==> src/rtl/sprite_mover_pkg.sv <==
// Shared types and constants for the bouncing sprite mover.
package sprite_mover_pkg;

    typedef enum logic [2:0] {
        StIdle,
        StArm,
        StDraw,
        StWait,
        StErase,
        StMove
    } state_e;

    localparam logic [2:0]  ERASE_COLOUR     = 3'b000;
    localparam int unsigned SCREEN_W_DEFAULT = 160;
    localparam int unsigned SCREEN_H_DEFAULT = 120;

    function automatic logic [8:0] min9(input logic [8:0] a, input logic [8:0] b);
        return (a > b) ? b : a;
    endfunction

endpackage

==> src/rtl/sprite_mover_frame_timer.sv <==
// Frame tick divider plus frame counter; pulses move_due on the last tick of a move period.
module frame_timer #(
    parameter int unsigned TICKS_PER_FRAME = 833333,
    parameter int unsigned FRAMES_PER_MOVE = 15
) (
    input  logic clock,
    input  logic resetn,
    input  logic reload,
    input  logic enable,
    output logic move_due
);

    localparam int unsigned TW = (TICKS_PER_FRAME > 1) ? $clog2(TICKS_PER_FRAME) : 1;
    localparam int unsigned FW = (FRAMES_PER_MOVE > 1) ? $clog2(FRAMES_PER_MOVE) : 1;
    localparam logic [TW-1:0] TICK_LOAD  = TW'(TICKS_PER_FRAME - 1);
    localparam logic [FW-1:0] FRAME_LAST = FW'(FRAMES_PER_MOVE - 1);

    logic [TW-1:0] tick_q, tick_d;
    logic [FW-1:0] frame_q, frame_d;
    logic          frame_tick;

    assign frame_tick = enable && (tick_q == '0);
    assign move_due   = frame_tick && (frame_q == FRAME_LAST);

    always_comb begin
        tick_d  = tick_q;
        frame_d = frame_q;
        if (reload) begin
            tick_d  = TICK_LOAD;
            frame_d = '0;
        end else if (enable) begin
            if (frame_tick) begin
                tick_d  = TICK_LOAD;
                frame_d = (frame_q == FRAME_LAST) ? '0 : frame_q + 1'b1;
            end else begin
                tick_d = tick_q - 1'b1;
            end
        end
    end

    always_ff @(posedge clock or negedge resetn) begin
        if (!resetn) begin
            tick_q  <= TICK_LOAD;
            frame_q <= '0;
        end else begin
            tick_q  <= tick_d;
            frame_q <= frame_d;
        end
    end

endmodule

==> src/rtl/sprite_mover.sv <==
// Draws a SPRITE_W x SPRITE_H block, waits a move period, erases it and steps it,
// bouncing off the screen edges.
module sprite_mover
    import sprite_mover_pkg::*;
#(
    parameter int unsigned SPRITE_W        = 4,
    parameter int unsigned SPRITE_H        = 4,
    parameter int unsigned SCREEN_W        = SCREEN_W_DEFAULT,
    parameter int unsigned SCREEN_H        = SCREEN_H_DEFAULT,
    parameter int unsigned TICKS_PER_FRAME = 833333,
    parameter int unsigned FRAMES_PER_MOVE = 15,
    parameter int unsigned STEP            = 1
) (
    input  logic       clock,
    input  logic       resetn,
    input  logic       start,
    input  logic [7:0] x_init,
    input  logic [6:0] y_init,
    input  logic       dir_x_init,
    input  logic       dir_y_init,
    input  logic [2:0] colour_in,
    input  logic       pause,
    output logic [7:0] x_out,
    output logic [6:0] y_out,
    output logic [2:0] colour_out,
    output logic       plot,
    output logic [7:0] pos_x,
    output logic [6:0] pos_y,
    output logic       busy,
    output logic       move_pulse
);

    localparam logic [3:0] COL_LAST = 4'(SPRITE_W - 1);
    localparam logic [3:0] ROW_LAST = 4'(SPRITE_H - 1);
    localparam logic [8:0] STEP9    = 9'(STEP);
    localparam logic [8:0] W9       = 9'(SPRITE_W);
    localparam logic [8:0] H9       = 9'(SPRITE_H);
    localparam logic [8:0] SCR_W9   = 9'(SCREEN_W);
    localparam logic [8:0] SCR_H9   = 9'(SCREEN_H);

    state_e     state_q, state_d;
    logic [7:0] pos_x_q, pos_x_d;
    logic [6:0] pos_y_q, pos_y_d;
    logic       dir_x_q, dir_x_d;
    logic       dir_y_q, dir_y_d;
    logic [3:0] col_q, col_d;
    logic [3:0] row_q, row_d;

    logic       timer_reload, timer_enable, move_due;
    logic [8:0] px9, py9, mx9, my9;
    logic       mdx, mdy;
    logic       last_pix;

    frame_timer #(
        .TICKS_PER_FRAME(TICKS_PER_FRAME),
        .FRAMES_PER_MOVE(FRAMES_PER_MOVE)
    ) u_frame_timer (
        .clock   (clock),
        .resetn  (resetn),
        .reload  (timer_reload),
        .enable  (timer_enable),
        .move_due(move_due)
    );

    assign px9      = {1'b0, pos_x_q};
    assign py9      = {2'b00, pos_y_q};
    assign last_pix = (col_q == COL_LAST) && (row_q == ROW_LAST);

    // 9-bit step/bounce so the right/bottom compare cannot wrap
    always_comb begin
        if (dir_x_q) begin
            if (px9 + STEP9 + W9 <= SCR_W9) begin
                mx9 = px9 + STEP9;
                mdx = 1'b1;
            end else begin
                mx9 = px9 - STEP9;
                mdx = 1'b0;
            end
        end else if (px9 >= STEP9) begin
            mx9 = px9 - STEP9;
            mdx = 1'b0;
        end else begin
            mx9 = px9 + STEP9;
            mdx = 1'b1;
        end

        if (dir_y_q) begin
            if (py9 + STEP9 + H9 <= SCR_H9) begin
                my9 = py9 + STEP9;
                mdy = 1'b1;
            end else begin
                my9 = py9 - STEP9;
                mdy = 1'b0;
            end
        end else if (py9 >= STEP9) begin
            my9 = py9 - STEP9;
            mdy = 1'b0;
        end else begin
            my9 = py9 + STEP9;
            mdy = 1'b1;
        end
    end

    always_comb begin
        state_d      = state_q;
        pos_x_d      = pos_x_q;
        pos_y_d      = pos_y_q;
        dir_x_d      = dir_x_q;
        dir_y_d      = dir_y_q;
        col_d        = col_q;
        row_d        = row_q;
        timer_reload = (state_q != StWait);
        timer_enable = (state_q == StWait) && !pause;

        case (state_q)
            StIdle: begin
                if (start) begin
                    pos_x_d = 8'(min9({1'b0, x_init}, SCR_W9 - W9));
                    pos_y_d = 7'(min9({2'b00, y_init}, SCR_H9 - H9));
                    dir_x_d = dir_x_init;
                    dir_y_d = dir_y_init;
                    state_d = StArm;
                end
            end
            StArm: begin
                if (!start) state_d = StDraw;
            end
            StDraw, StErase: begin
                if (last_pix) begin
                    col_d   = '0;
                    row_d   = '0;
                    state_d = (state_q == StDraw) ? StWait : StMove;
                end else if (col_q == COL_LAST) begin
                    col_d = '0;
                    row_d = row_q + 1'b1;
                end else begin
                    col_d = col_q + 1'b1;
                end
            end
            StWait: begin
                if (move_due) state_d = StErase;
            end
            StMove: begin
                pos_x_d = mx9[7:0];
                pos_y_d = my9[6:0];
                dir_x_d = mdx;
                dir_y_d = mdy;
                state_d = StDraw;
            end
            default: state_d = StIdle;
        endcase
    end

    always_ff @(posedge clock or negedge resetn) begin
        if (!resetn) begin
            state_q <= StIdle;
            pos_x_q <= '0;
            pos_y_q <= '0;
            dir_x_q <= 1'b1;
            dir_y_q <= 1'b1;
            col_q   <= '0;
            row_q   <= '0;
        end else begin
            state_q <= state_d;
            pos_x_q <= pos_x_d;
            pos_y_q <= pos_y_d;
            dir_x_q <= dir_x_d;
            dir_y_q <= dir_y_d;
            col_q   <= col_d;
            row_q   <= row_d;
        end
    end

    always_comb begin
        plot       = (state_q == StDraw) || (state_q == StErase);
        x_out      = '0;
        y_out      = '0;
        colour_out = '0;
        if (plot) begin
            x_out      = pos_x_q + {4'b0000, col_q};
            y_out      = pos_y_q + {3'b000, row_q};
            colour_out = (state_q == StDraw) ? colour_in : ERASE_COLOUR;
        end
        busy       = (state_q != StIdle);
        move_pulse = (state_q == StMove);
        pos_x      = pos_x_q;
        pos_y      = pos_y_q;
    end

endmodule

==> config.mk <==
export PLATFORM = sky130hd
export DESIGN_NAME = sprite_mover
export DESIGN_NICKNAME = d
export VERILOG_FILES = /design/src/rtl/sprite_mover_pkg.sv /design/src/rtl/sprite_mover_frame_timer.sv /design/src/rtl/sprite_mover.sv
export SDC_FILE = /design/constraint.sdc
export NUM_CORES = 1
export LEC_CHECK = 0
export BUFFER_PORTS_ARGS = -buffer_cell sky130_fd_sc_hd__buf_2
export CORE_UTILIZATION = 63
export DETAILED_ROUTE_END_ITERATION = 10
export PLACE_DENSITY = 0.95
export SKIP_LAST_GASP = 1
export SYNTH_ARGS = -nofsm -noshare
export SYNTH_HDL_FRONTEND = slang
export SYNTH_SLANG_ARGS = --single-unit
==> constraint.sdc <==
create_clock -name clock -period 4.6 [get_ports clock]
set_input_delay 0.23 -clock clock [delete_from_list [all_inputs] [get_ports clock]]
set_output_delay 0.23 -clock clock [all_outputs]
set_load 0.005 [all_outputs]
### Word level (Yosys, flattened, before mapping)

Index checks and enable logic that the tools add are counted.

| operators by class | value |
|---|---|
| $add $sub $neg | 12 |
| $lt $le $gt $ge | 6 |
| eq/ne operators | 13 |
| muxes and demuxes | 43 |
| reductions and logical operators | 18 |

Operators by type and width:

| operator | number |
|---|---|
| $mux W20 | 3 |
| $mux W8 | 6 |
| $mux W7 | 6 |
| $mux W4 | 8 |
| $mux W3 | 7 |
| $logic_not A20 Y1 | 1 |
| $sub A20 B1 Y20 const B | 1 |
| $pmux W8 S2 | 1 |
| $pmux W3 S5 | 1 |
| $pmux W7 S2 | 1 |
| $add A4 B1 Y4 const B | 3 |
| $add A8 B1 Y9 const B | 1 |
| $add A8 B3 Y9 const B | 1 |
| $add A9 B3 Y9 const B | 1 |
| $le A9 B7 Y1 const B | 1 |
| $le A9 B8 Y1 const B | 1 |
| $add A7 B1 Y8 const B | 1 |
| $add A8 B4 Y8 | 1 |
| $eq A4 B2 Y1 const B | 2 |
| $ge A8 B1 Y1 const B | 1 |
| $gt A8 B8 Y1 const B | 1 |
| $mux W1 | 8 |
| $ne A2 B2 Y1 const B | 4 |
| $reduce_bool A2 Y1 | 4 |
| 19 further kinds | 27 |

| storage, ports and cells | value |
|---|---|
| register bits after elaboration | 52 |
| bits of input ports | 24 |
| output and inout bits | 36 |
| word-level logic and storage cells | 101 |

### Logic depth before layout (Yosys ltp)

Gate-level depths: netlist of the first run.

| logic depth | value |
|---|---|
| word-level depth | 6 |
| gate-level depth with buffers | 12 |
| mapped depth without buffers | 11 |

### Hierarchy

A second synthesis of the first run with hierarchy kept.

| unflattened totals | value |
|---|---|
| cell total of the unflattened synthesis | 488 |
| area total of the unflattened synthesis | 4176.5 µm² |

Modules (own cells, without submodules):

| module | instances | cells each | area each (µm²) | seq. area each (µm²) |
|---|---|---|---|---|
| sprite_mover | 1 | 347 | 2846.5 | 703.2 |
| frame_timer | 1 | 141 | 1330.0 | 614.3 |

### Worst setup path after synthesis of the first run

Ideal clock, no wire load.

| timing | value |
|---|---|
| path kind | register to register |
| start | reg u_frame_timer.tick_q[3] |
| end | reg state_q[0] |
| library setup time | 0.119 ns |
| arrival time | 2.955 ns |
| data required time | 4.481 ns |
| slack | 1.526 ns |
| cell stages (with the launch flop) | 8 |
| buffers on the path | 0 |
| period minus slack after synthesis | 3.074 ns |
| cells stage by stage | dfrtp_1 -> or4_4 -> or4_4 -> or4_4 -> o41ai_4 -> o2111ai_1 -> or3_1 -> o21a_1 |

| between the ends | value |
|---|---|
| cells in the longest elaborated chain, start to end | 5 |

RTL lines:

| element | line | RTL |
|---|---|---|
| start: declaration | sprite_mover_frame_timer.sv:18 | `logic [TW-1:0] tick_q, tick_d;` |
| start signal: assignment | sprite_mover_frame_timer.sv:46 | `tick_q <= tick_d;` |
| $logic_not A20 Y1 | sprite_mover_frame_timer.sv:22 | `assign frame_tick = enable && (tick_q == '0);` |
| $logic_and A1 B1 Y1 | sprite_mover_frame_timer.sv:22 |  |
| $logic_and A1 B1 Y1 | sprite_mover_frame_timer.sv:23 | `assign move_due = frame_tick && (frame_q == FRAME_LAST);` |
| $ne A2 B2 Y1 (no line) | - |  |
| $reduce_and A4 Y1 (no line) | - |  |
| end signal: assignment | sprite_mover.sv:156 | `state_q <= StIdle;` |
| end signal: assignment | sprite_mover.sv:164 | `state_q <= state_d;` |
| end: declaration | sprite_mover.sv:41 | `state_e state_q, state_d;` |

Every way passes these cells.
A chain may end at the register's enable or synchronous reset.

### Worst setup path in the final report of the first run

Same ends and word-level chain as after synthesis.

==> impl_metrics.csv, run 1 <==
group,metric,value,unit
outcome,outcome,"finished, final reports clean",
grt,antenna_found_initial,0,
floorplan,initial_core_util,66.5,%
timing,relSlewSlack,34.1,%
setup_path,r2r_slack,1.22,ns
routing,vias,3828,
clock_tree,clock_latency,0.31,ns
grt,grt_max_degree,53,
synthesis,yosys-top-cells-area,"dfrtp_1 24%, dfstp_2 8.5%, ha_1 6.9%",
final_layout,diodes,0,
final_layout,final_common_cell,"buf_2",
placement,hpwlAfterDp,6910,µm
timing,max_freq,296,MHz
clock_tree,cts-root-buf,"clkbuf_8",
power_and_ir_drop,p_total,2.61,mW
placement,dpl_worst_slack,1.26,ns
setup_path,cp_data_arrival_time,3.59,ns
final_layout,drive_above_1_share,18.1,%
synthesis,synth_cells,482,
final_layout,fin_cells,600,
setup_path,cp-endpoint,"state_q[0]$_DFFE_PN0P_",
synthesis,synth_fp_nets,530,
floorplan,core,6030,µm²
routing,wl_met1,3860,µm
floorplan,die_h,81.7,µm
routing,wl,9600,µm
final_layout,syn_to_final_growth,9.93,%
synthesis,synth-async-reset-ratio,100,%
synthesis,synth-seq-cells,52,
synthesis,synth-edff-count,0,
synthesis,yosysWarnings,0,
synthesis,synth_top_area_share,24.4,%
floorplan,die_area,6680,µm²
timing,setup_tns,0,ns
placement,port_buffers,59,
timing,slew_viol_final,0,
timing,min_period,3.38,ns
routing,met2_wirelength,4800,µm
final_layout,multi_input_area,2510,µm²
placement,dp_cells,592,
routing,drtAntennaViolNets,0,
setup_path,endpoint_kind,"register",
routing,avgRoutedWirePerCell,16.0,µm
grt,grt_pass1_vias,3631,
synthesis,synth_area,4010,µm²
setup_path,worstSetupPathType,"reg2reg",
setup_path,crit_chain,"or4_4 -> or4_4 -> or4_4 -> o41ai_4 -> buf_4 -> o2111ai_1 -> or3_1 -> o21a_1",
setup_path,crit_start,"u_frame_timer.tick_q[3]$_DFFE_PN0P_",
placement,gp_congestion,0.900,
routing,top_layer,"met4",
final_layout,stdcell_area,4400,µm²
hold_path,hold_path.class,"in2async",
clock_tree,numCtsBuffers,5,
power_and_ir_drop,p_leak,1.94,nW
floorplan,ioPinCount,60,
grt,grt_first_pass_wirelength,16000,µm
timing,rsz0062_at_grt,"false",
clock_tree,path_clk_slew,0.10,ns
power_and_ir_drop,power_density,594,nW/µm²
setup_path,crit_fanout,12,
setup_path,cp_slowest_cell,"or4_4",
timing,holdWs,0.0219,ns
routing,dr.pass1.iters,5,
synthesis,syn_area_per_cell,8.31,µm²
timing,worstMarginPinSlew,0.984,ns
timing,fin_skew,0.00950,ns
timing,setup_slack,1.22,ns
timing,final-hold-violation-count,0,
routing,viasPerCell,6.38,
final_layout,mostFrequentLayoutCells,"59 x buf_2, 46 x nor2_1, 44 x nand2_1, 39 x dfrtp_1, 33 x o21ai_0",
setup_path,slowest_delay,0.59,ns
final_layout,seq_area,1320,µm²
routing,drc_errors,0,
final_layout,fin_nets,572,
job,maxCapViolCount,0,
timing,finalCritPeriodShare,73.5,%
synthesis,yosysUniqueCellTypes,58,
floorplan,rows,28,
routing,drtIter0Drc,202,
clock_tree,cts_resized,0,
final_layout,final_util,73.1,%
setup_path,worstSetupStartpointType,"register",
clock_tree,cts_hold_buf,0,
setup_path,required,4.81,ns
floorplan,die_x,81.7,µm
clock_tree,cts_tree,"yes",
grt,grt.overflow.total,0,
synthesis,synth_top_area_cell,"dfrtp_1",
clock_tree,cts_sinks,52,
final_layout,fillers,417,
synthesis,ys_seq_area_share,32.9,%
placement,dpl-instance-area,4310,µm²
setup_path,reg2reg_from,"u_frame_timer.tick_q[3]$_DFFE_PN0P_",
setup_path,crit_top_cell,"or4_4",
power_and_ir_drop,ir_worst_vdd,0.000435,V
setup_path,ff2ff_path_depth,8,
setup_path,r2r_end,"state_q[0]$_DFFE_PN0P_",
timing,finalSetupViolCount,0,
clock_tree,post_cts_buffers,0,
clock_tree,clk_path_buf_depth,2,
synthesis,synth_ff_type,"dfrtp_1",
routing,wl_met3,766,µm
clock_tree,htreeDepth,2,
grt,track_usage,30.6,%
worst min path at each step:
stage / from / to / slack (ns) / depth (start not counted)
floorplan: resetn / col_q[0]$_DFFE_PN0P_ / -0.07 / 0
global placement: resetn / u_frame_timer.tick_q[1]$_DFFE_PN0P_ / 0.38 / 2
detailed placement: resetn / u_frame_timer.tick_q[1]$_DFFE_PN0P_ / 0.38 / 2
CTS: resetn / u_frame_timer.tick_q[1]$_DFFE_PN0P_ / 0.05 / 2
global route: resetn / row_q[2]$_DFFE_PN0P_ / 0.09 / 2
finish: resetn / u_frame_timer.tick_q[1]$_DFFE_PN0P_ / 0.02 / 2
state kept, by name (all words and copies together) (netlist names):
signal,flops
col_q,4
dir_x_q,1
dir_y_q,1
pos_x,8
pos_y,7
row_q,4
state_q,3
u_frame_timer.frame_q,4
u_frame_timer.tick_q,20
kinds of logic (layout without fill, tap and decap cells):
| kind of cell | Yosys count | after routing | synth area share (%) |
|---|---|---|---|
| and+or+nand+nor | 203 | 203 | 26.0 |
| DFF | 52 | 52 | 32.9 |
| AOI/OAI and AO/OA | 107 | 107 | 17.7 |
| xor gates and xnor gates | 42 | 42 | 9.18 |
| buffers and inverters | 46 | 89 | 4.31 |
| adders and majority gates | 24 | 24 | 7.87 |
| muxes | 8 | 8 | 2.06 |
synth_stat cells (4+ instances only):
| master | number |
|---|---|
| a211oi_1 | 5 |
| a21o_1 | 5 |
| a21oi_1 | 21 |
| a31oi_1 | 5 |
| and2_1 | 6 |
| and3_1 | 12 |
| clkbuf_1 | 25 |
| dfrtp_1 | 39 |
| dfstp_2 | 13 |
| ha_1 | 22 |
| inv_1 | 18 |
| mux2i_1 | 6 |
| nand2_1 | 44 |
| nand2b_1 | 8 |
| nand3_1 | 20 |
| nand3b_1 | 4 |
| nand4_1 | 6 |
| nor2_1 | 46 |
| nor2b_1 | 9 |
| nor3_1 | 15 |
| o2111ai_1 | 4 |
| o21ai_0 | 33 |
| o31ai_1 | 6 |
| or2_2 | 5 |
| or3_1 | 11 |
| xnor2_1 | 26 |
| xor2_1 | 16 |
cell type report:
class / instances / share of cell area (%)
repair buffers: 61 / 7.05
inverters: 20 / 1.71
clock inverters: 3 / 0.512
well taps: 75 / 2.13
flip-flops and latches: 52 / 29.9
clock buffers: 5 / 1.56
multi-input cells: 384 / 57.1
power breakdown:
part / switching (mW) / leakage (nW) / internal [mW]
sequential: 0.311 / 0.637 / 0.583
clock: 0.168 / 0.0485 / 0.110
combinational: 0.794 / 1.26 / 0.649
total: 1.27 / 1.94 / 1.34
layer usage:
metal,track usage (%),up-vias
met1,38.0,1816
met5,0,-
li1,-,1798
met2,53.3,189
met3,5.22,25
met4,10.5,0
critical path, delay by kind of cell (launching register included):
kind,cells,cell delay [ns]
and+or+nand+nor,4,2.00
buffers and inverters,1,0.24
AOI/OAI and AO/OA,3,0.61
DFF,1,0.44
No activity file was read; power rests on OpenSTA's default activity.
==> inputs of run 2 (changes only) <==
- CORE_UTILIZATION: 63 -> 52
- PLACE_DENSITY: 0.95 -> 0.87
- clock period: 4.6 -> 2.77 ns (I/O delays scaled with it)
==> impl_metrics.csv, run 2 (synthesis gave the netlist of run 1 again) <==
group,metric,value,unit
clock_tree,cts_tree,"yes",
grt,grt_first_pass_wirelength,16400,µm
routing,drtIter0Drc,237,
routing,viasPerCell,5.90,
timing,relSlewSlack,56.2,%
final_layout,seq_area,1320,µm²
placement,dp_cells,641,
routing,avgRoutedWirePerCell,14.7,µm
timing,rsz0062_at_grt,"true",
floorplan,die_h,89.8,µm
final_layout,fin_cells,652,
final_layout,regMostFlops,"u_frame_timer.tick_q",
grt,grt.overflow.total,0,
clock_tree,numCtsBuffers,5,
outcome,outcome,"complete, but fails checks",
final_layout,multi_input_area,2580,µm²
setup_path,cp_data_arrival_time,3.06,ns
routing,dr.pass1.iters,5,
final_layout,largest_register_ffs,20,
clock_tree,cts_sinks,52,
outcome,violations,"setup timing",
timing,finalSetupViolCount,5,
floorplan,initial_core_util,54.6,%
grt,track_usage,24.4,%
timing,fin_skew,0.00863,ns
timing,min_period,2.86,ns
timing,worstMarginPinSlew,0.656,ns
setup_path,crit_fanout,4,
floorplan,die_area,8060,µm²
setup_path,required,2.97,ns
grt,grt_pass1_vias,3654,
timing,setup_slack,-0.0875,ns
hold_path,hold_path.class,"in2reg",
setup_path,slowest_delay,0.56,ns
routing,drc_errors,0,
routing,drtAntennaViolNets,0,
setup_path,cp_top_family,"simple AND/OR/NAND/NOR gates",
power_and_ir_drop,power_density,1010,nW/µm²
final_layout,syn_to_final_growth,18.8,%
timing,finalCritPeriodShare,103,%
placement,port_buffers,59,
timing,max_freq,350,MHz
floorplan,core,7330,µm²
floorplan,die_x,89.8,µm
setup_path,cp_slowest_cell,"or4_4",
power_and_ir_drop,ir_worst_vdd,0.000641,V
clock_tree,path_clk_slew,0.10,ns
timing,final-hold-violation-count,0,
final_layout,fin_nets,600,
clock_tree,cts-root-buf,"clkbuf_8",
clock_tree,clock_latency,0.30,ns
setup_path,worstSetupPathType,"reg2reg",
grt,antenna_found_initial,0,
power_and_ir_drop,p_leak,2.11,nW
job,maxCapViolCount,0,
final_layout,final_common_cell,"buf_2",
final_layout,drive_above_1_share,24.1,%
grt,grt_max_degree,31,
final_layout,mostFrequentLayoutCells,"59 x buf_2, 46 x nor2_1, 44 x nand2_1, 37 x dfrtp_1, 29 x buf_4",
clock_tree,clk_path_buf_depth,2,
final_layout,diodes,0,
routing,vias,3849,
setup_path,endpoint_kind,"register",
setup_path,worstSetupStartpointType,"register",
timing,setup_tns,-0.124,ns
placement,hpwlAfterDp,7280,µm
setup_path,crit_chain,"or4_4 -> or4_4 -> or4_4 -> o41ai_4 -> o2111ai_2 -> or3_1 -> o21a_1",
setup_path,cp_num_buf_inv,0,
final_layout,fillers,598,
timing,slew_viol_final,0,
routing,wl,9600,µm
clock_tree,htreeDepth,2,
floorplan,ioPinCount,60,
setup_path,crit_top_cell,"or4_4",
placement,gp_congestion,0.919,
floorplan,rows,31,
## run 2: final timing paths
kind                            slack [ns]                                    to  depth (start not counted)                            startpoint
min in group asynchronous             0.39  u_frame_timer.frame_q[1]$_DFFE_PN0P_                          2                                resetn
worst min-delay path                  0.07                  pos_x[1]$_DFFE_PN0P_                          3                             x_init[1]
worst max register to register       -0.09                state_q[0]$_DFFE_PN0P_                          7   u_frame_timer.tick_q[6]$_DFFE_PN0P_
worst max-delay path                 -0.09                state_q[0]$_DFFE_PN0P_                          7   u_frame_timer.tick_q[6]$_DFFE_PN0P_
max in group asynchronous             1.66                   dir_x_q$_DFFE_PN1P_                          3                                resetn
worst min register to register        0.52  u_frame_timer.tick_q[10]$_DFFE_PN1P_                          2  u_frame_timer.tick_q[10]$_DFFE_PN1P_
## run 2: timing repair
item,CTS,global route
hold buffers,1,0
pin swaps,0,1
hold endpoints to repair,22,0
setup endpoints to repair,6,12
gates resized for setup,5,9
setup buffers,1,1
## run 2: routing by layer
layer  GRT usage, %  vias up  wire length [µm]
met5              0        -                 0
met4           5.05        0               102
met3           3.38       10               497
met2           43.4      135              4860
met1           31.5     1850              4150
li1               -     1854                 -
## run 2: worst reg2reg max path, stage by stage, from the launching register on
cell       delay (ns)
dfrtp_1          0.39
or4_4            0.51
or4_4            0.43
or4_4            0.56
o41ai_4          0.25
o2111ai_2        0.17
or3_1            0.33
o21a_1           0.11
## run 2: metrics by stage
step	hold WS, ns	setup WS (ns)	area (µm²)	util (%)	total power, mW
floorplan	-0.157	-0.118	4020	-	3.15
global placement	0.204	-0.0369	4550	62.0	3.91
detailed placement	0.217	-0.102	4550	62.0	4.04
CTS	0.0655	-0.116	4700	64.1	4.69
global route	0.0735	-0.176	4760	64.9	5.18
finish	0.0705	-0.0875	4760	64.9	4.78
## run 2: layout make-up
cell class | instances | share of cell area [%]
sequential | 52 | 27.7
clock inverter | 2 | 1.26
tap | 99 | 2.60
clock buffer | 6 | 1.53
timing repair buffer | 89 | 11.0
multi-input combinational | 384 | 54.3
inverter | 20 | 1.58
## run 2: power by group
| group | total (mW) | internal (mW) | leakage, nW | switching [mW] |
|---|---|---|---|---|
| Combinational | 2.82 | 1.28 | 1.41 | 1.53 |
| Clock | 0.608 | 0.361 | 0.0654 | 0.247 |
| Sequential | 1.36 | 0.973 | 0.635 | 0.388 |
| Total | 4.78 | 2.62 | 2.11 | 2.17 |
==> inputs of run 3 (changes only) <==
- PLACE_DENSITY: 0.87 -> not set
- PLACE_DENSITY_LB_ADDON: not set -> 0.25
==> impl_metrics.csv, run 3 (synthesis gave the netlist of run 1 again) <==
group,metric,value,unit
outcome,outcome,"complete, but fails checks",
outcome,violations,"setup timing",
timing,rsz0062_at_grt,"true",
power_and_ir_drop,power_density,992,nW/µm²
setup_path,crit_top_cell,"or4_4",
routing,dr.pass1.iters,4,
placement,dp_cells,644,
final_layout,final_common_cell,"buf_2",
setup_path,worstSetupPathType,"reg2reg",
timing,slew_viol_final,0,
final_layout,diodes,0,
clock_tree,clock_latency,0.30,ns
hold_path,hold_path_depth,2,
final_layout,drive_above_1_share,24.7,%
placement,gp_congestion,0.916,
floorplan,die_x,89.8,µm
routing,vias,3744,
floorplan,core,7330,µm²
setup_path,cp_slowest_cell,"or4_4",
grt,track_usage,24.3,%
routing,avgRoutedWirePerCell,14.3,µm
clock_tree,path_clk_slew,0.10,ns
setup_path,crit_chain,"or4_4 -> or4_4 -> or4_4 -> o41ai_4 -> o2111ai_2 -> or3_1 -> o21a_1",
final_layout,final_util,65.2,%
clock_tree,cts_tree,"yes",
setup_path,worstSetupStartpointType,"register",
power_and_ir_drop,p_total,4.74,mW
timing,setup_slack,-0.0975,ns
routing,drtIter0Drc,155,
timing,holdWs,0.0745,ns
hold_path,holdPathEnd,"pos_y[0]$_DFFE_PN0P_",
setup_path,slowest_delay,0.56,ns
floorplan,ioPinCount,60,
timing,finalCritPeriodShare,104,%
setup_path,cp_data_arrival_time,3.07,ns
clock_tree,htreeDepth,2,
final_layout,stdcell_area,4780,µm²
setup_path,crit_fanout,4,
placement,port_buffers,59,
clock_tree,numCtsBuffers,5,
timing,relSlewSlack,64.8,%
grt,grt_first_pass_wirelength,16200,µm
timing,fin_skew,0.00776,ns
grt,grt_max_degree,36,
setup_path,endpoint_kind,"register",
floorplan,die_area,8060,µm²
clock_tree,cts_sinks,52,
placement,dpl-instance-area,4580,µm²
setup_path,required,2.98,ns
clock_tree,clk_path_buf_depth,2,
grt,grt_pass1_vias,3529,
routing,viasPerCell,5.72,
final_layout,fin_nets,602,
final_layout,regMostFlops,"u_frame_timer.tick_q",
timing,finalSetupViolCount,3,
floorplan,initial_core_util,54.6,%
hold_path,hp-start,"y_init[0]",
setup_path,r2r_end,"state_q[0]$_DFFE_PN0P_",
routing,wl,9370,µm
timing,worstMarginPinSlew,0.526,ns
final_layout,fin_cells,654,
routing,drc_errors,0,
grt,grt.overflow.total,0,
placement,hpwlAfterDp,7090,µm
final_layout,syn_to_final_growth,19.3,%
setup_path,r2r_slack,-0.1,ns
final_layout,mostFrequentLayoutCells,"59 x buf_2, 46 x nor2_1, 44 x nand2_1, 37 x dfrtp_1, 30 x buf_4",
grt,antenna_found_initial,0,
job,maxCapViolCount,0,
timing,min_period,2.87,ns
setup_path,reg2reg_from,"u_frame_timer.tick_q[5]$_DFFE_PN1P_",
final_layout,largest_register_ffs,20,
power_and_ir_drop,ir_worst_vdd,0.000601,V
floorplan,rows,31,
setup_path,ff2ff_path_depth,7,
power_and_ir_drop,p_leak,2.12,nW
hold_path,hold_path.class,"in2reg",
timing,final-hold-violation-count,0,
floorplan,die_h,89.8,µm
clock_tree,cts-root-buf,"clkbuf_8",
timing,max_freq,349,MHz
routing,drtAntennaViolNets,0,
-- run 3: cell types whose count changed in the layout (fill, tap and decap cells not counted), sizes merged --
cell | previous run | this run
bufinv | 2 | 1
clkinv | 2 | 3
buf | 88 | 90
-- run 3: routing by layer --
metal	wire [µm]	track usage (%)	up-vias
met4	38	5.60	0
met3	322	3.81	2
met1	4340	31.9	1812
li1	-	-	1856
met5	0	0	-
met2	4670	41.9	74
-- run 3: cell type report --
| type | instances | area [µm²] |
|---|---|---|
| Timing Repair Buffer | 91 | 551 |
| Tap cell | 99 | 124 |
| Sequential cell | 52 | 1320 |
| Inverter | 20 | 75.1 |
| Fill cell | 618 | 2550 |
| Clock buffer | 6 | 82.6 |
| Clock inverter | 2 | 38.8 |
| Multi-Input combinational cell | 384 | 2590 |
-- run 3: per-stage QoR --
step / setup slack (ns) / setup TNS, ns
finish: -0.0975 / -0.134
global route: -0.201 / -0.966
CTS: -0.105 / -0.199
detailed placement: -0.0977 / -0.248
global placement: -0.0628 / -0.129
floorplan: -0.118 / -0.118
-- run 3: worst max path at each step --
| stage | cells past startpoint | slack [ns] | start | to |
|---|---|---|---|---|
| finish | 7 | -0.1 | u_frame_timer.tick_q[5]$_DFFE_PN1P_ | state_q[0]$_DFFE_PN0P_ |
| global route | 7 | -0.20 | u_frame_timer.tick_q[6]$_DFFE_PN0P_ | state_q[0]$_DFFE_PN0P_ |
| CTS | 7 | -0.11 | u_frame_timer.tick_q[5]$_DFFE_PN1P_ | state_q[0]$_DFFE_PN0P_ |
| detailed placement | 7 | -0.1 | u_frame_timer.tick_q[6]$_DFFE_PN0P_ | state_q[0]$_DFFE_PN0P_ |
| global placement | 7 | -0.06 | u_frame_timer.tick_q[6]$_DFFE_PN0P_ | state_q[0]$_DFFE_PN0P_ |
| floorplan | 7 | -0.12 | u_frame_timer.tick_q[5]$_DFFE_PN1P_ | state_q[0]$_DFFE_PN0P_ |
-- run 3: critical path: cells and delay by family, from the launching register on --
| kind | cells | cell delay, ns |
|---|---|---|
| compound gates | 3 | 0.54 |
| simple gates | 4 | 1.85 |
| flops | 1 | 0.38 |
-- run 3: power by group --
| part | internal (mW) | switching, mW | total [mW] |
|---|---|---|---|
| Clock | 0.296 | 0.257 | 0.552 |
| Sequential | 0.973 | 0.345 | 1.32 |
| Combinational | 1.32 | 1.55 | 2.87 |
| Total | 2.59 | 2.15 | 4.74 |
-- run 3: what timing repair did --
| item | 4_1_cts | 5_1_grt |
|---|---|---|
| setup buffers | 1 | 0 |
| hold buffers | 1 | 0 |
| gates resized for setup | 4 | 11 |
| hold endpoints to repair | 15 | 0 |
| pin swaps | 0 | 1 |
| setup endpoints to repair | 6 | 16 |
